--- src/rtl/spi_txn_scheduler_pkg.sv ---
// Shared types and default constants for the SPI transaction scheduler.
//   slave_sel_t   : one-hot target select (MPU=001, SHREG=010, FLASH=100), SEL_NONE when idle
//   sched_state_t : scheduler FSM states
//   next_sel()    : round-robin successor of a one-hot target
package spi_txn_scheduler_pkg;

  localparam int unsigned SIZE_W_DEF      = 13;
  localparam int unsigned CNT_W_DEF       = 14;
  localparam int unsigned SVC_FLASH_R_DEF = 40;
  localparam int unsigned SVC_FLASH_W_DEF = 48;
  localparam int unsigned SVC_MPU_DEF     = 8;
  localparam int unsigned SVC_SHREG_DEF   = 0;
  localparam int unsigned GAP_CYCLES_DEF  = 4;

  typedef enum logic [2:0] {
    SEL_NONE  = 3'b000,
    SEL_MPU   = 3'b001,
    SEL_SHREG = 3'b010,
    SEL_FLASH = 3'b100
  } slave_sel_t;

  typedef enum logic [1:0] {
    ST_IDLE  = 2'd0,
    ST_SETUP = 2'd1,
    ST_XFER  = 2'd2,
    ST_GAP   = 2'd3
  } sched_state_t;

  // Requester that gets top priority after the given one has been served.
  function automatic slave_sel_t next_sel(input slave_sel_t s);
    slave_sel_t n;
    case (s)
      SEL_MPU:   n = SEL_SHREG;
      SEL_SHREG: n = SEL_FLASH;
      default:   n = SEL_MPU;
    endcase
    return n;
  endfunction

endpackage

--- src/rtl/spi_txn_scheduler_if.sv ---
// Requester/SPI-master bundle of the scheduler.
//   master modport : system-controller side (drives requests, observes grants and CS lines)
//   slave modport  : scheduler side (samples requests, drives grants, CS, size and mode)
// Bit order of all 3-bit vectors: [0]=MPU [1]=SHREG [2]=FLASH.
interface spi_txn_scheduler_if #(
  parameter int unsigned SIZE_W = 13
);
  logic [2:0]             req_i;
  logic [2:0]             nrw_i;
  logic [2:0][SIZE_W-1:0] size_i;
  logic [2:0]             gnt_o;
  logic [2:0]             done_o;
  logic [2:0]             abort_o;
  logic                   cs_mpu_o;
  logic                   cs_shift_reg_o;
  logic                   cs_flash_o;
  logic [SIZE_W-1:0]      data_size_o;
  logic                   master_mode_nrw_o;
  logic                   busy_o;

  modport master (
    output req_i, nrw_i, size_i,
    input  gnt_o, done_o, abort_o, cs_mpu_o, cs_shift_reg_o, cs_flash_o,
           data_size_o, master_mode_nrw_o, busy_o
  );

  modport slave (
    input  req_i, nrw_i, size_i,
    output gnt_o, done_o, abort_o, cs_mpu_o, cs_shift_reg_o, cs_flash_o,
           data_size_o, master_mode_nrw_o, busy_o
  );
endinterface

--- src/rtl/spi_txn_scheduler_rr_arbiter3.sv ---
// Three-way round-robin arbiter.
//   clk_i, rst_ni : clock, async active-low reset
//   req_i[2:0]    : request levels ([0]=MPU [1]=SHREG [2]=FLASH)
//   grant_en_i    : the pick is taken this cycle; pointer advances past the winner
//   pick_c        : combinational one-hot winner (SEL_NONE when no request)
module spi_rr_arbiter3
  import spi_txn_scheduler_pkg::*;
(
  input  logic       clk_i,
  input  logic       rst_ni,
  input  logic [2:0] req_i,
  input  logic       grant_en_i,
  output slave_sel_t pick_c
);

  // Highest-priority requester for the next arbitration.
  slave_sel_t ptr_q;

  // Fixed search order starting at the pointer.
  always_comb begin
    pick_c = SEL_NONE;
    case (ptr_q)
      SEL_SHREG: begin
        if (req_i[1])      pick_c = SEL_SHREG;
        else if (req_i[2]) pick_c = SEL_FLASH;
        else if (req_i[0]) pick_c = SEL_MPU;
      end
      SEL_FLASH: begin
        if (req_i[2])      pick_c = SEL_FLASH;
        else if (req_i[0]) pick_c = SEL_MPU;
        else if (req_i[1]) pick_c = SEL_SHREG;
      end
      default: begin
        if (req_i[0])      pick_c = SEL_MPU;
        else if (req_i[1]) pick_c = SEL_SHREG;
        else if (req_i[2]) pick_c = SEL_FLASH;
      end
    endcase
  end

  // Pointer moves only when a grant is actually issued.
  always_ff @(posedge clk_i or negedge rst_ni) begin
    if (!rst_ni) begin
      ptr_q <= SEL_MPU;
    end else if (grant_en_i && (pick_c != SEL_NONE)) begin
      ptr_q <= next_sel(pick_c);
    end
  end

endmodule

--- src/rtl/spi_txn_scheduler.sv ---
// Shares one SPI master between MPU, SHREG and FLASH requesters, one transaction at a time.
//   clk_i, rst_ni : clock, async active-low reset
//   bus (slave)   : req/nrw/size in; gnt/done/abort pulses, one-hot CS lines,
//                   data_size and master_mode_nrw to the master, busy out
// Flow: IDLE (arbitrate, latch) -> SETUP (load bit count) -> XFER (CS high for
// exactly size+service cycles) -> GAP (GAP_CYCLES with all CS low) -> IDLE.
module spi_txn_scheduler
  import spi_txn_scheduler_pkg::*;
#(
  parameter int unsigned SIZE_W      = SIZE_W_DEF,
  parameter int unsigned CNT_W       = CNT_W_DEF,
  parameter int unsigned SVC_FLASH_R = SVC_FLASH_R_DEF,
  parameter int unsigned SVC_FLASH_W = SVC_FLASH_W_DEF,
  parameter int unsigned SVC_MPU     = SVC_MPU_DEF,
  parameter int unsigned SVC_SHREG   = SVC_SHREG_DEF,
  parameter int unsigned GAP_CYCLES  = GAP_CYCLES_DEF
) (
  input logic                clk_i,
  input logic                rst_ni,
  spi_txn_scheduler_if.slave bus
);

  localparam int unsigned GAP_W = $clog2(GAP_CYCLES + 1);

  sched_state_t      state_q;
  slave_sel_t        win_q;
  logic [SIZE_W-1:0] size_q;
  logic              nrw_q;
  logic [CNT_W-1:0]  cnt_q;
  logic [GAP_W-1:0]  gap_q;

  logic [2:0]        gnt_q;
  logic [2:0]        done_q;
  logic [2:0]        abort_q;
  logic [2:0]        cs_q;
  logic [SIZE_W-1:0] data_size_q;
  logic              mode_q;
  logic              busy_q;

  slave_sel_t        pick_c;
  logic [2:0]        pick_vec_c;
  logic [SIZE_W-1:0] pick_size_c;
  logic              pick_nrw_c;
  logic              pick_mode_c;
  logic              win_req_c;
  logic [CNT_W-1:0]  svc_c;
  logic [CNT_W-1:0]  cnt_load_c;

  spi_rr_arbiter3 u_arb (
    .clk_i      (clk_i),
    .rst_ni     (rst_ni),
    .req_i      (bus.req_i),
    .grant_en_i (state_q == ST_IDLE),
    .pick_c     (pick_c)
  );

  assign pick_vec_c = pick_c;

  // Size/direction of the arbitration winner.
  always_comb begin
    pick_size_c = '0;
    pick_nrw_c  = 1'b0;
    for (int i = 0; i < 3; i++) begin
      if (pick_vec_c[i]) begin
        pick_size_c = bus.size_i[i];
        pick_nrw_c  = bus.nrw_i[i];
      end
    end
  end

  // Only FLASH has a selectable direction; MPU always reads, SHREG always writes.
  always_comb begin
    pick_mode_c = 1'b0;
    case (pick_c)
      SEL_FLASH: pick_mode_c = pick_nrw_c;
      SEL_SHREG: pick_mode_c = 1'b1;
      default:   pick_mode_c = 1'b0;
    endcase
  end

  // Service overhead of the latched target; payload bits are added on top.
  always_comb begin
    svc_c = '0;
    case (win_q)
      SEL_FLASH: svc_c = nrw_q ? CNT_W'(SVC_FLASH_W) : CNT_W'(SVC_FLASH_R);
      SEL_MPU:   svc_c = CNT_W'(SVC_MPU);
      SEL_SHREG: svc_c = CNT_W'(SVC_SHREG);
      default:   svc_c = '0;
    endcase
  end

  assign cnt_load_c = CNT_W'(size_q) + svc_c;
  assign win_req_c  = |(bus.req_i & win_q);

  // Scheduler FSM with registered outputs.
  always_ff @(posedge clk_i or negedge rst_ni) begin
    if (!rst_ni) begin
      state_q     <= ST_IDLE;
      win_q       <= SEL_NONE;
      size_q      <= '0;
      nrw_q       <= 1'b0;
      cnt_q       <= '0;
      gap_q       <= '0;
      gnt_q       <= '0;
      done_q      <= '0;
      abort_q     <= '0;
      cs_q        <= '0;
      data_size_q <= '0;
      mode_q      <= 1'b0;
      busy_q      <= 1'b0;
    end else begin
      done_q  <= '0;
      abort_q <= '0;
      case (state_q)
        ST_IDLE: begin
          if (pick_c != SEL_NONE) begin
            state_q     <= ST_SETUP;
            win_q       <= pick_c;
            size_q      <= pick_size_c;
            nrw_q       <= pick_mode_c;
            gnt_q       <= pick_vec_c;
            data_size_q <= pick_size_c;
            mode_q      <= pick_mode_c;
            busy_q      <= 1'b1;
          end
        end

        ST_SETUP: begin
          if (!win_req_c || (cnt_load_c == '0)) begin
            // Dropped request aborts; an empty transaction completes without CS.
            state_q     <= ST_GAP;
            gap_q       <= GAP_W'(GAP_CYCLES - 1);
            gnt_q       <= '0;
            data_size_q <= '0;
            mode_q      <= 1'b0;
            if (!win_req_c) abort_q <= win_q;
            else            done_q  <= win_q;
          end else begin
            state_q <= ST_XFER;
            cnt_q   <= cnt_load_c;
            cs_q    <= win_q;
          end
        end

        ST_XFER: begin
          if (!win_req_c || (cnt_q == CNT_W'(1))) begin
            state_q     <= ST_GAP;
            gap_q       <= GAP_W'(GAP_CYCLES - 1);
            gnt_q       <= '0;
            cs_q        <= '0;
            data_size_q <= '0;
            mode_q      <= 1'b0;
            if (!win_req_c) abort_q <= win_q;
            else            done_q  <= win_q;
          end else begin
            cnt_q <= cnt_q - CNT_W'(1);
          end
        end

        ST_GAP: begin
          if (gap_q == '0) begin
            state_q <= ST_IDLE;
            busy_q  <= 1'b0;
          end else begin
            gap_q <= gap_q - GAP_W'(1);
          end
        end

        default: state_q <= ST_IDLE;
      endcase
    end
  end

  assign bus.gnt_o             = gnt_q;
  assign bus.done_o            = done_q;
  assign bus.abort_o           = abort_q;
  assign bus.cs_mpu_o          = cs_q[0];
  assign bus.cs_shift_reg_o    = cs_q[1];
  assign bus.cs_flash_o        = cs_q[2];
  assign bus.data_size_o       = data_size_q;
  assign bus.master_mode_nrw_o = mode_q;
  assign bus.busy_o            = busy_q;

  // Never more than one chip select active.
  cs_onehot_a: assert property (@(posedge clk_i) disable iff (!rst_ni) $onehot0(cs_q));

endmodule

--- src/flat_wrapper.sv ---
// flat-port wrapper written by rule: the top's interface ports become plain ports
module spi_txn_scheduler_flat import spi_txn_scheduler_pkg::*;
#(
  parameter int unsigned SIZE_W      = SIZE_W_DEF,
  parameter int unsigned CNT_W       = CNT_W_DEF,
  parameter int unsigned SVC_FLASH_R = SVC_FLASH_R_DEF,
  parameter int unsigned SVC_FLASH_W = SVC_FLASH_W_DEF,
  parameter int unsigned SVC_MPU     = SVC_MPU_DEF,
  parameter int unsigned SVC_SHREG   = SVC_SHREG_DEF,
  parameter int unsigned GAP_CYCLES  = GAP_CYCLES_DEF
)
  (clk_i, rst_ni, bus_req_i, bus_nrw_i, bus_size_i, bus_gnt_o, bus_done_o, bus_abort_o, bus_cs_mpu_o, bus_cs_shift_reg_o, bus_cs_flash_o, bus_data_size_o, bus_master_mode_nrw_o, bus_busy_o);
  spi_txn_scheduler_if #(.SIZE_W(SIZE_W)) bus_i ();
  input logic clk_i;
  input logic rst_ni;
  input wire logic [$bits(bus_i.req_i)-1:0] bus_req_i;
  input wire logic [$bits(bus_i.nrw_i)-1:0] bus_nrw_i;
  input wire logic [$bits(bus_i.size_i)-1:0] bus_size_i;
  output wire logic [$bits(bus_i.gnt_o)-1:0] bus_gnt_o;
  output wire logic [$bits(bus_i.done_o)-1:0] bus_done_o;
  output wire logic [$bits(bus_i.abort_o)-1:0] bus_abort_o;
  output wire logic [$bits(bus_i.cs_mpu_o)-1:0] bus_cs_mpu_o;
  output wire logic [$bits(bus_i.cs_shift_reg_o)-1:0] bus_cs_shift_reg_o;
  output wire logic [$bits(bus_i.cs_flash_o)-1:0] bus_cs_flash_o;
  output wire logic [$bits(bus_i.data_size_o)-1:0] bus_data_size_o;
  output wire logic [$bits(bus_i.master_mode_nrw_o)-1:0] bus_master_mode_nrw_o;
  output wire logic [$bits(bus_i.busy_o)-1:0] bus_busy_o;
  assign bus_i.req_i = bus_req_i;
  assign bus_i.nrw_i = bus_nrw_i;
  assign bus_i.size_i = bus_size_i;
  assign bus_gnt_o = bus_i.gnt_o;
  assign bus_done_o = bus_i.done_o;
  assign bus_abort_o = bus_i.abort_o;
  assign bus_cs_mpu_o = bus_i.cs_mpu_o;
  assign bus_cs_shift_reg_o = bus_i.cs_shift_reg_o;
  assign bus_cs_flash_o = bus_i.cs_flash_o;
  assign bus_data_size_o = bus_i.data_size_o;
  assign bus_master_mode_nrw_o = bus_i.master_mode_nrw_o;
  assign bus_busy_o = bus_i.busy_o;
  spi_txn_scheduler #(.SIZE_W(SIZE_W), .CNT_W(CNT_W), .SVC_FLASH_R(SVC_FLASH_R), .SVC_FLASH_W(SVC_FLASH_W), .SVC_MPU(SVC_MPU), .SVC_SHREG(SVC_SHREG), .GAP_CYCLES(GAP_CYCLES)) u_core (.clk_i(clk_i), .rst_ni(rst_ni), .bus(bus_i));
endmodule
--- config.mk ---
export PLATFORM = sky130hd
export DESIGN_NAME = spi_txn_scheduler_flat
export DESIGN_NICKNAME = d
export VERILOG_FILES = /design/src/rtl/spi_txn_scheduler_pkg.sv /design/src/rtl/spi_txn_scheduler_if.sv /design/src/rtl/spi_txn_scheduler_rr_arbiter3.sv /design/src/rtl/spi_txn_scheduler.sv /design/src/flat_wrapper.sv
export SDC_FILE = /design/constraint.sdc
export NUM_CORES = 1
export LEC_CHECK = 0
export CORE_UTILIZATION = 55
export CTS_CLUSTER_SIZE = 20
export DETAILED_ROUTE_END_ITERATION = 8
export PLACE_DENSITY = 0.86
export SLEW_MARGIN = 30
export SYNTH_ARGS = -nofsm -noshare
export SYNTH_HDL_FRONTEND = slang
export SYNTH_SLANG_ARGS = --single-unit
export TNS_END_PERCENT = 100
--- constraint.sdc ---
create_clock -name clk_i -period 7.6 [get_ports clk_i]
set_input_delay 0.76 -clock clk_i [delete_from_list [all_inputs] [get_ports clk_i]]
set_output_delay 0.76 -clock clk_i [all_outputs]
set_load 0.005 [all_outputs]
After elaboration in Yosys (flattened, before gate mapping). Cells that the tools add are included.

Register bits after elaboration: 66. Latch bits: 0. Memory bits (writable): 0. Bits in read-only memories: 0. Input port bits: 47. Output and inout port bits: 27. Word-level logic and storage cells: 113. Memories: 0.

Add/subtract/negate cells: 3. Multipliers: 0. Divide/modulo/power cells: 0. $lt $le $gt $ge: 0. Equal/unequal tests: 18. Shifts and indexed selects: 0. Multiplexer cells: 57. Bitwise gates (word level): 1. Reductions and logical operators: 20.

Operator list (number): $mux W13 (6); $mux W3 (19); $pmux W14 S2 (2); $pmux W13 S3 (1); $pmux W3 S2 (5); $mux W14 (2); $pmux W3 S3 (2); $add A13 B14 Y14 (1); $eq A14 B1 Y1 const B (1); $logic_not A14 Y1 (1); $sub A14 B1 Y14 const B (1); $reduce_and A3 Y1 (4); $mux W1 (10); $mux W2 (5); $eq A3 B3 Y1 const B (3); $reduce_bool A3 Y1 (3); $ne A2 B1 Y1 const B (4); $pmux W2 S4 (1); $reduce_and A4 Y1 (2); $eq A3 B1 Y1 const B (2); $eq A3 B2 Y1 const B (2); $ne A2 B2 Y1 const B (3); $mux W5 (1); $eq A2 B2 Y1 const B (2); 13 further kinds (16).

Longest topological paths before layout. Gate-level depths: netlist of run 1.

Word-level depth: 10. Mapped depth: 14. Gate-level depth less buffers: 12.

Cells and area by module. A second synthesis of run 1 with hierarchy kept.

Cell total of the unflattened synthesis: 473. Area total of the unflattened synthesis: 4270.3 µm².

Modules (own cells, without submodules): spi_txn_scheduler (times used 1, cells each 446, area an instance 4028.9 µm², seq. area each 1576.5 µm²); spi_rr_arbiter3 (times used 1, cells each 27, area an instance 241.5 µm², seq. area each 76.3 µm²).

Worst setup path after synthesis of run 1. Ideal clock, no wire load.

Kind: register to register. From: register u_core.win_q[2]. To: register u_core.data_size_q[10], in the netlist u_core.bus.data_size_o[10]. Setup time: 0.125 ns. Arrival: 2.930 ns. Data required time: 7.475 ns. Slack: 4.545 ns. Stages on the path, launching flop included: 14. Path buffers: 1. Clock period less this slack: 3.055 ns. Path through: dfrtp_1 > inv_1 > nor3_1 > a21oi_1 > nor2_1 > ha_1 > fa_1 > a21o_1 > a32o_1 > a2111oi_2 > and4bb_4 > o21ai_4 > buf_6 > mux2_4.

Cells in the longest elaborated chain, start to end: 7. Elaborated cells between the ends (all ways): 13. Classes of those cells: add/sub: 1; eq/ne: 4; mux: 1; bitwise: 1; reduce/logical: 6.

Ends and longest elaborated chain: from (decl) (line spi_txn_scheduler.sv:26) `slave_sel_t win_q;`; from (signal assigned) (line spi_txn_scheduler.sv:118) `win_q <= pick_c;`; $eq A3 B1 Y1 or $eq A3 B3 Y1 (tied branches) (line spi_txn_scheduler.sv:84) `case (win_q)`; $pmux W14 S2 (line spi_txn_scheduler.sv:84); $add A13 B14 Y14 (line spi_txn_scheduler.sv:92) `assign cnt_load_c = CNT_W'(size_q) + svc_c;`; $logic_not A14 Y1 (line spi_txn_scheduler.sv:129) `if (!win_req_c || (cnt_load_c == '0)) begin`; $logic_or A1 B1 Y1 (line spi_txn_scheduler.sv:129); $ne A2 B1 Y1 (no line); $reduce_and A4 Y1 (no line) *; to (signal assigned) (line spi_txn_scheduler.sv:122) `data_size_q <= pick_size_c;`; to (decl) (line spi_txn_scheduler.sv:36) `logic [SIZE_W-1:0] data_size_q;`.

Every way passes the cells marked *; elsewhere a longest branch is shown, timed or not. A chain may end at the register's enable or synchronous reset.

Final worst setup path of run 1.
From: register u_core.win_q[2]. To: register u_core.data_size_q[12], in the netlist u_core.bus.data_size_o[12].

Same word-level chain as after synthesis.

==> summary.txt, run 1 <==
Status
  • Status: completed

STA
  • Final period util: about 48%
  • Fin. Hold Viols: 0
  • Final setup violation count: 0
  • Least-Margin Pin Slew: slightly below 900 ps
  • Final Critical Period: 3630 ps
  • RSZ-0062 raised after global routing: no
  • Max Slew Vio Count: 0
  • Worst Skew: about 11 ps
  • FMAX: between 200 and 300 MHz
  • Post-Route Setup TNS: 0 ps
  • Max-slew headroom: between 40% and 50%

Setup path
  • Reg2reg start: u_core.win_q[2]
  • Reg2reg end: u_core.bus.data_size_o[12]
  • CP Class: flip-flop to flip-flop
  • R2r setup slk: between 3000 and 4000 ps
  • CP endpoint kind: flip-flop
  • Crit path from: u_core.win_q[2]
  • R2R depth: 12
  • CP max FO: 23
  • Worst Setup Start Kind: flip-flop
  • Crit path DAT: ~3900 ps
  • Worst EP required: about 7800 ps

Synthesis
  • Syn nets: ~470
  • Synthesized area: slightly below 4000 um2
  • Mean post-synth cell area: 9.58 um2
  • Ys async rst share: 100%
  • Number of flops mapped to enable cells by yosys: 0
  • Yosys reg bits: 66
  • Seq/Total Area, Yosys: between 40% and 50%
  • Yosys warns: 0
  • Gate Count Post-Synth: just over 400
  • Synth Flop Type: dfrtp_1
  • Library cells used by synthesis: 68

Pwr
  • Leak: slightly above 2 nW
  • Pwr dens: 408 nW/um2
  • Worst IR drop on VDD: ~210 uV
  • Total power draw: 0.00199 W

Hold path
  • Hold worst-path end: u_core.size_q[3]
  • HP Class: flip-flop to flip-flop
  • Hold Crit Depth: 2
  • Hold Crit Start: u_core.size_q[3]

Cells and area
  • NumNets Final: about 530
  • Fraction of layout cells with a size suffix above 1: 11.0%
  • Diodes inserted: 0
  • Area grow syn2layout: 23.3%

Drt
  • 1st-pass router iterations: 5
  • Final wirelength: approximately 9.5 mm
  • DRC Markers: 0
  • Remaining antenna violation count: 0
  • Routed length per instance: 16.7 um
  • DR iter-0 viols: between 200 and 300
  • Vias per cell: 6.14
  • DR vias: roughly 3500

Global route
  • Gr usage total: between 20% and 30%
  • Pin count of the biggest net entering global routing: 67
  • Antenna violations before repair: 0
  • Vias in the first global route: around 3400
  • First-pass GRT wire length: around 16 mm
  • GRT overflow: 0

Placed design
  • PortBufs: 71
  • Detail Placement HPWL: around 6.6 mm
  • Gpl congestion: 0.849

Clock tree
  • Root Buffer: clkbuf_8
  • # Post-CTS Setup Buffers: 0
  • Clock Sinks: 66
  • Clk_lat worst skew: 340 ps
  • H-tree levels: 3
  • Clock Path Buffers: 2
  • TritonCTS buffer count: 9
  • Hold buffer count at cts: 0
  • Post-CTS sizing: 0
  • Clk slew on worst S/H paths: 70 ps
  • CTS tree: done

Die
  • Initial Utilization: a little under three fifths
  • # IOs: 74
  • Die width: between 80 and 90 um
  • Core area: 6870 um2
  • Die area: 7520 um2
  • Die Y: between 80 and 90 um
  • # rows: 30

Job
  • Max Cap Viol: 0
synthesized netlist by cell type, types with 6 or more instances:
| cell type | number | area share (%) |
|---|---|---|
| o211ai_1 | 22 | 4.2 |
| o21ai_0 | 29 | 3.7 |
| ha_1 | 11 | 3.5 |
| nor2_1 | 32 | 3.0 |
| nand3_1 | 9 | 1.1 |
| nor3_1 | 11 | 1.4 |
| a22o_1 | 6 | 1.3 |
| mux2_2 | 9 | 2.6 |
| inv_1 | 21 | 2.0 |
| mux2_4 | 7 | 2.7 |
| nand2_1 | 38 | 3.6 |
| a21oi_1 | 17 | 2.2 |
| dfrtp_1 | 65 | 41 |
| clkbuf_1 | 21 | 2.0 |
| a222oi_1 | 13 | 3.3 |
registers in the layout, summed over array words and instances, names as in the netlist, 2 cells and up:
register                count
u_core.cnt_q               14
u_core.bus.data_size_o     13
u_core.size_q              13
u_core.bus.abort_o          3
u_core.bus.done_o           3
u_core.bus.gnt_o            3
u_core.cs_q                 3
u_core.gap_q                3
u_core.u_arb.ptr_q          3
u_core.win_q                3
u_core.state_q              2
kinds of logic after synthesis:
family,after synthesis,synth area share (%)
xor gates and xnor gates,8,1.77
AOI/OAI and AO/OA,129,24.2
buffers and inverters,50,5.42
DFF,66,41.9
and+or+nand+nor,126,16.3
adders and majority gates,12,3.99
muxes,21,6.50
metal layers:
metal	track usage (%)	share of wire (%)	routed length [um]
met5	0	0	0
met4	9.39	1.4	137
met3	5.71	6.3	595
met2	43.3	47	4490
met1	35.7	45	4290
cell type report:
type	instances	area (um2)
inverter	21	78.8
tap	96	120
multi-input combinational	296	2080
sequential	66	1650
timing repair buffer	74	728
clock buffer	12	155
clock inverter	4	50.0
fill	493	2000
worst max-delay path by stage:
| stage | end | cells after the start |
|---|---|---|
| floorplan | u_core.bus.data_size_o[10] | 13 |
| global placement | u_core.bus.data_size_o[7] | 12 |
| detailed placement | u_core.bus.data_size_o[12] | 12 |
| CTS | u_core.bus.data_size_o[12] | 12 |
| global route | u_core.bus.data_size_o[12] | 12 |
| finish | u_core.bus.data_size_o[12] | 12 |
stage by stage:
stage                     hold WS, ps  worst slack (ps)  cells  util, %  cell area (um2)
after floorplan                   456              4540    412        -             3950
after global placement            473              4090    553     67.9             4660
after detailed placement          482              4010    553     67.9             4660
after CTS                         509              3990    569     70.9             4870
after global routing              524              3790    569     70.9             4870
final                             510              3970    569     70.9             4870
critical path: stages (launching register included):
cell and delay [ps]:
dfrtp_1 400, inv_1 210, nor3_1 90, a21oi_1 130, nor2_1 50, ha_1 230, fa_1 450, a21o_1 210
a32o_1 250, a2111oi_2 350, and4bb_4 500, o21ai_4 260, mux2_4 360
power by group:
group	switching [W]	leakage (nW)	internal (W)	total, W
Combinational	0.000590	1.09	0.000465	0.00106
Sequential	0.000137	0.841	0.000490	0.000627
Clock	0.000136	0.0986	0.000169	0.000305
placed cells by master (no fill, tap or decap), types with 6 or more instances in the layout:
cell type / netlist / final
nor3_1: 11 / 11
clkbuf_8: 0 / 11
a222oi_1: 13 / 13
inv_1: 21 / 21
dfrtp_1: 65 / 65
mux2_4: 7 / 7
o21ai_0: 29 / 29
nand3_1: 9 / 9
clkdlybuf4s50_1: 0 / 70
a22o_1: 6 / 6
mux2_2: 9 / 9
o211ai_1: 22 / 22
nand2_1: 38 / 38
a21oi_1: 17 / 17
ha_1: 11 / 11
nor2_1: 32 / 32
Note: power is estimated with default switching activity, not from simulation.
==> inputs of run 2 (changes only) <==
--- a/config.mk
+++ b/config.mk
@@ -5,10 +5,10 @@
 export SDC_FILE = /design/constraint.sdc
 export NUM_CORES = 1
 export LEC_CHECK = 0
-export CORE_UTILIZATION = 55
+export CORE_UTILIZATION = 48
 export CTS_CLUSTER_SIZE = 20
 export DETAILED_ROUTE_END_ITERATION = 8
-export PLACE_DENSITY = 0.86
+export PLACE_DENSITY = 0.79
 export SLEW_MARGIN = 30
 export SYNTH_ARGS = -nofsm -noshare
 export SYNTH_HDL_FRONTEND = slang
==> constraint.sdc (replaced) <==
create_clock -name clk_i -period 2.9 [get_ports clk_i]
set_input_delay 0.29 -clock clk_i [delete_from_list [all_inputs] [get_ports clk_i]]
set_output_delay 0.29 -clock clk_i [all_outputs]
set_load 0.005 [all_outputs]
==> run 2 against run 1 <==
  * The run now ends with hold timing, setup timing left
  * Clock-buffer cell count down 1
  * Sequential power increased to 2.6 times the previous value
  * Register-to-register slack worse by 4000 ps
  * Non-clock buffer count increased by 36
  * Sequential share of layout area fell by 3.1 points
  * Largest cell class unchanged
  * Highest routed layer unchanged
==> summary.txt, run 2 (synthesis gave the netlist of run 1 again) <==
Cells and area
  • Register area: 1650 um2
  • NumNets Final: 563
  • Most frequent cells in the layout: 70 x clkdlybuf4s50_1, 65 x dfrtp_1, 37 x nand2_1, 32 x nor2_1, 30 x buf_4
  • Most common cell after layout, fill and taps aside: clkdlybuf4s50_1
  • Fraction of layout cells with a size suffix above 1: roughly a fifth
  • Final Util: between 60 and 70%
  • Area grow syn2layout: 35.9%
  • Diodes inserted: 0
  • FILL cells: slightly below 600
  • Most flop-heavy register: u_core.cnt_q
  • Max FFs per register: 14
  • Fin area: 5370 um2
  • Multi-input gate area: 2200 um2

STA
  • Final period util: 103%
  • Worst Skew: 14.0 ps
  • Setup ws final: -79.4 ps
  • Fin Hold WS: -17.4 ps
  • Final setup violation count: 29
  • Final Critical Period: 2980 ps
  • RSZ-0062 raised after global routing: yes
  • Least-Margin Pin Slew: approximately 700 ps
  • Fin. Hold Viols: 22
  • FMAX: 336 MHz
  • Max Slew Vio Count: 0
  • Max-slew headroom: 52.9%

Clock tree
  • Root Buffer: clkbuf_8
  • Hold buffer count at cts: 0
  • TritonCTS buffer count: 9
  • Clock Path Buffers: 2
  • Clock Sinks: 66
  • Clk slew on worst S/H paths: approximately 70 ps
  • CTS tree: done
  • H-tree levels: 3
  • Clk_lat worst skew: roughly 350 ps

Global route
  • Vias in the first global route: between 3000 and 4000
  • Gr usage total: 23.9%
  • Antenna violations before repair: 0
  • GRT overflow: 0
  • Pin count of the biggest net entering global routing: 35
  • First-pass GRT wire length: about 16 mm

Drt
  • Vias per cell: between 5 and 6
  • 1st-pass router iterations: 7
  • DR vias: 3612
  • Routed length per instance: between 15 and 20 um
  • DR iter-0 viols: approximately 220
  • DRC Markers: 0
  • Final wirelength: between 10 and 15 mm
  • Remaining antenna violation count: 0

Job
  • Max Cap Viol: 0

Setup path
  • Crit path DAT: around 3200 ps
  • CP max FO: 7
  • CP Class: flip-flop to flip-flop
  • CP endpoint kind: flip-flop
  • Worst Setup Start Kind: flip-flop
  • Worst EP required: between 3000 and 4000 ps

Die
  • Die Y: between 90 and 100 um
  • Die width: ~93 um
  • # IOs: 74
  • Initial Utilization: between 50% and 60%
  • # rows: 32
  • Core area: 7850 um2
  • Die area: approximately 8600 um2

Hold path
  • HP Class: input port to asynchronous set/reset pin

Pwr
  • Worst IR drop on VDD: 500 uV
  • Leak: ~2.3 nW
  • Total power draw: 0.00602 W
  • Pwr dens: between 1000 and 1500 nW/um2

Placed design
  • Placed instance area: around 4900 um2
  • Detail Placement HPWL: around 6.9 mm
  • Gpl congestion: between 0.8 and 0.9
  • PortBufs: 71

Status
  • Status: complete, but fails checks
  • Failing checks: hold timing, setup timing
run 2: changes by cell type in the layout (fill, tap and decap cells not counted), moves of 2 or more:
cell        change
buf_12          +3
buf_6           +2
nor3_2          +4
buf_8           +2
buf_4          +27
clkbuf_8        -2
nor3_1          -4
clkinvlp_4      -2
clkbuf_16       +2
run 2: layer usage:
layer / up-vias / wire length, um / track usage [%] / part of all wire, %
met3: 15 / 649 / 4.43 / 6.4
li1: 1715 / - / - / -
met2: 147 / 4870 / 38.2 / 48
met5: - / 0 / 0 / 0
met1: 1735 / 4410 / 32.1 / 44
met4: 0 / 169 / 9.62 / 1.7
run 2: power by group:
part	internal (W)	switching, W
clock	0.000483	0.000360
combinational	0.00175	0.00178
sequential	0.00128	0.000358
total	0.00352	0.00250
run 2: what timing repair did:
action                     CTS  global route
pin swaps                    8            24
buffers inserted             5             3
cloned                       0             2
resized for setup           11            17
setup endpoints to repair   36            41
run 2: final cells by class:
| cell class | instances | share of cell area, % |
|---|---|---|
| multi-input combinational | 296 | 41.1 |
| sequential | 66 | 30.8 |
| timing repair buffer | 110 | 20.4 |
| clock buffer | 11 | 2.45 |
| tap | 102 | 2.38 |
| clock inverter | 5 | 1.47 |
| inverter | 21 | 1.47 |
run 2: critical path, stage by stage, from the launching register on:
cell       delay, ps
dfrtp_1          420
nor3_2           190
a21oi_1           60
nor2_1           110
ha_2             210
buf_4            110
buf_4            100
a21oi_1           60
or3b_2           460
a21oi_1          160
and4bb_4         240
o21ai_4          210
clkbuf_16        200
mux2_2           330
run 2: path summary, 6_finish.rpt:
check | startpoint | end | slack (ps) | depth (start not counted)
max | u_core.win_q[0] | u_core.bus.data_size_o[2] | -80 | 13
min reg2reg | u_core.size_q[5] | u_core.size_q[5] | 500 | 2
min | rst_ni | u_core.bus.done_o[0] | -20 | 1
min in group clk_i | u_core.size_q[5] | u_core.size_q[5] | 500 | 2
max in group asynchronous | rst_ni | u_core.bus.master_mode_nrw_o | 2180 | 2
max reg2reg | u_core.win_q[0] | u_core.bus.data_size_o[2] | -80 | 13
run 2: through the flow:
step / std cells / setup TNS, ps / worst slack, ps / hold WS, ps
3_3_place_gp: 585 / -2200 / -115 / 381
2_1_floorplan: 412 / 0 / 61.3 / -5.59
3_5_place_dp: 585 / -5000 / -187 / 382
4_1_cts: 606 / -2170 / -107 / 6.62
6_report: 611 / -1040 / -79.4 / -17.4
5_1_grt: 611 / -4970 / -172 / 38.0
==> inputs of run 3 (changes only) <==
==> constraint.sdc (replaced) <==
create_clock -name clk_i -period 2.9 [get_ports clk_i]
set_input_delay 0.435 -clock clk_i [delete_from_list [all_inputs] [get_ports clk_i]]
set_output_delay 0.435 -clock clk_i [all_outputs]
set_load 0.005 [all_outputs]
==> run 3 against run 2 <==
  * Clock power down 16%
  * Largest cell class unchanged
  * Worst setup slack better by 57 ps
  * Flip-flop and latch count unchanged
  * Combinational power fell by 3%
  * Highest routed layer unchanged
  * Worst hold slack gained 55 ps
  * The run ends with setup timing left
  * Critical path depth unchanged
  * Power shrank 4.3%
  * Core utilization shrank 1.7 points
==> summary.txt, run 3 (synthesis gave the netlist of run 1 again) <==
Die
  • Initial Utilization: between 50 and 60%
  • Core area: 7850 um2
  • Die Y: 92.7 um
  • # IOs: 74
  • Die area: between 8000 and 9000 um2
  • Die width: 92.7 um
  • # rows: 32

Hold path
  • HP Class: input port to asynchronous set/reset pin

Cells and area
  • Most common cell after layout, fill and taps aside: clkdlybuf4s50_1
  • Most flop-heavy register: u_core.cnt_q
  • Max FFs per register: 14
  • FILL cells: between 600 and 700
  • Diodes inserted: 0
  • Most frequent cells in the layout: 70 x clkdlybuf4s50_1, 65 x dfrtp_1, 38 x nand2_1, 32 x nor2_1, 28 x o21ai_0
  • Multi-input gate area: between 2000 and 2500 um2
  • Register area: ~1700 um2
  • Final cell count without fillers: between 600 and 700
  • Area grow syn2layout: 32.6%
  • Fraction of layout cells with a size suffix above 1: 18.5%
  • NumNets Final: around 560

Pwr
  • Worst IR drop on VDD: 701 uV
  • Pwr dens: 1100 nW/um2
  • Leak: about 2.2 nW
  • Total power draw: around 0.0058 W

Setup path
  • R2R depth: 13
  • Worst setup path endpoint: u_core.bus.data_size_o[5]
  • Reg2reg start: u_core.win_q[2]
  • Crit path DAT: 3160 ps
  • Worst Setup Start Kind: flip-flop
  • Worst EP required: around 3100 ps
  • Crit path from: u_core.win_q[2]
  • CP max FO: 7
  • R2r setup slk: -20 ps
  • CP Class: flip-flop to flip-flop
  • Reg2reg end: u_core.bus.data_size_o[5]
  • CP endpoint kind: flip-flop

Drt
  • Routed length per instance: about 17 um
  • Vias per cell: about 6
  • DRC Markers: 0
  • 1st-pass router iterations: 6
  • Remaining antenna violation count: 0
  • DR iter-0 viols: between 200 and 250
  • Final wirelength: approximately 10 mm
  • DR vias: around 3600

Clock tree
  • Root Buffer: clkbuf_8
  • Clk_lat worst skew: 350 ps
  • TritonCTS buffer count: 9
  • Clk slew on worst S/H paths: about 70 ps
  • Clock Sinks: between 60 and 70
  • CTS tree: done
  • Clock Path Buffers: 2
  • H-tree levels: 3

Global route
  • First-pass GRT wire length: 16.7 mm
  • Pin count of the biggest net entering global routing: 47
  • Gr usage total: around 25%
  • Antenna violations before repair: 0
  • Vias in the first global route: between 3000 and 4000
  • GRT overflow: 0

STA
  • Max-slew headroom: ~54%
  • Final Critical Period: a little under 3000 ps
  • Final setup violation count: 16
  • Fin. Hold Viols: 0
  • RSZ-0062 raised after global routing: yes
  • FMAX: roughly 340 MHz
  • Setup ws final: -22.3 ps
  • Least-Margin Pin Slew: 692 ps
  • Max Slew Vio Count: 0
  • Final period util: 101%
  • Worst Skew: about 7.5 ps
  • Post-Route Setup TNS: -162 ps

Placed design
  • PortBufs: 71
  • Gpl congestion: around 0.87
  • Cell count after placement: just under 600
  • Detail Placement HPWL: ~7.2 mm
  • Setup WS pre-CTS: -245 ps

Job
  • Max Cap Viol: 0

Status
  • Status: complete, but fails checks
  • Failing checks: setup timing
run 3: timing repair:
action	CTS	global route
setup endpoints to repair	39	41
gates resized for setup	4	18
buffers inserted	1	0
pin swaps	8	7
gates cloned	0	1
hold buffers	0	0
run 3: cell type report:
type,instances,area share (%)
Multi-Input combinational cell,296,41.6
Sequential cell,66,31.6
Clock inverter,3,0.287
Timing Repair Buffer,105,19.6
Clock buffer,13,3.03
Tap cell,102,2.44
Inverter,21,1.51
run 3: worst min path at each step:
stage,to,slack [ps],cells after the start
floorplan,u_core.bus.abort_o[0],140,0
global placement,u_core.bus.done_o[0],430,1
detailed placement,u_core.bus.done_o[0],430,1
CTS,u_core.bus.done_o[0],40,1
global route,u_core.bus.done_o[0],70,1
finish,u_core.bus.done_o[0],40,1
run 3: power by group:
| group | internal [W] | total, W | switching (W) |
|---|---|---|---|
| Combinational | 0.00164 | 0.00341 | 0.00177 |
| Sequential | 0.00128 | 0.00164 | 0.000354 |
| Clock | 0.000354 | 0.000710 | 0.000356 |
| Total | 0.00328 | 0.00576 | 0.00248 |
run 3: per-layer routing:
metal	GRT usage [%]	vias up	share of wire, %
met3	4.68	14	6.3
met4	9.36	0	1.6
met5	0	-	0
met1	32.9	1756	44
li1	-	1700	-
met2	40.7	153	48
run 3: through the flow:
step | util [%] | area, um2 | hold WS (ps)
2_1_floorplan | - | 3950 | 139
3_3_place_gp | 62.7 | 4920 | 428
3_5_place_dp | 62.7 | 4920 | 427
4_1_cts | 65.3 | 5120 | 44.6
5_1_grt | 66.7 | 5240 | 65.6
6_report | 66.7 | 5240 | 37.6
run 3: critical path: stages (launching register included):
cell	delay, ps
dfrtp_1	390
inv_2	80
nor3_1	50
a21oi_1	110
nor2_1	60
ha_2	190
fa_2	380
a21o_1	200
a32o_2	250
a2111oi_4	190
and4bb_4	320
o21ai_4	80
clkbuf_16	190
mux2_4	300
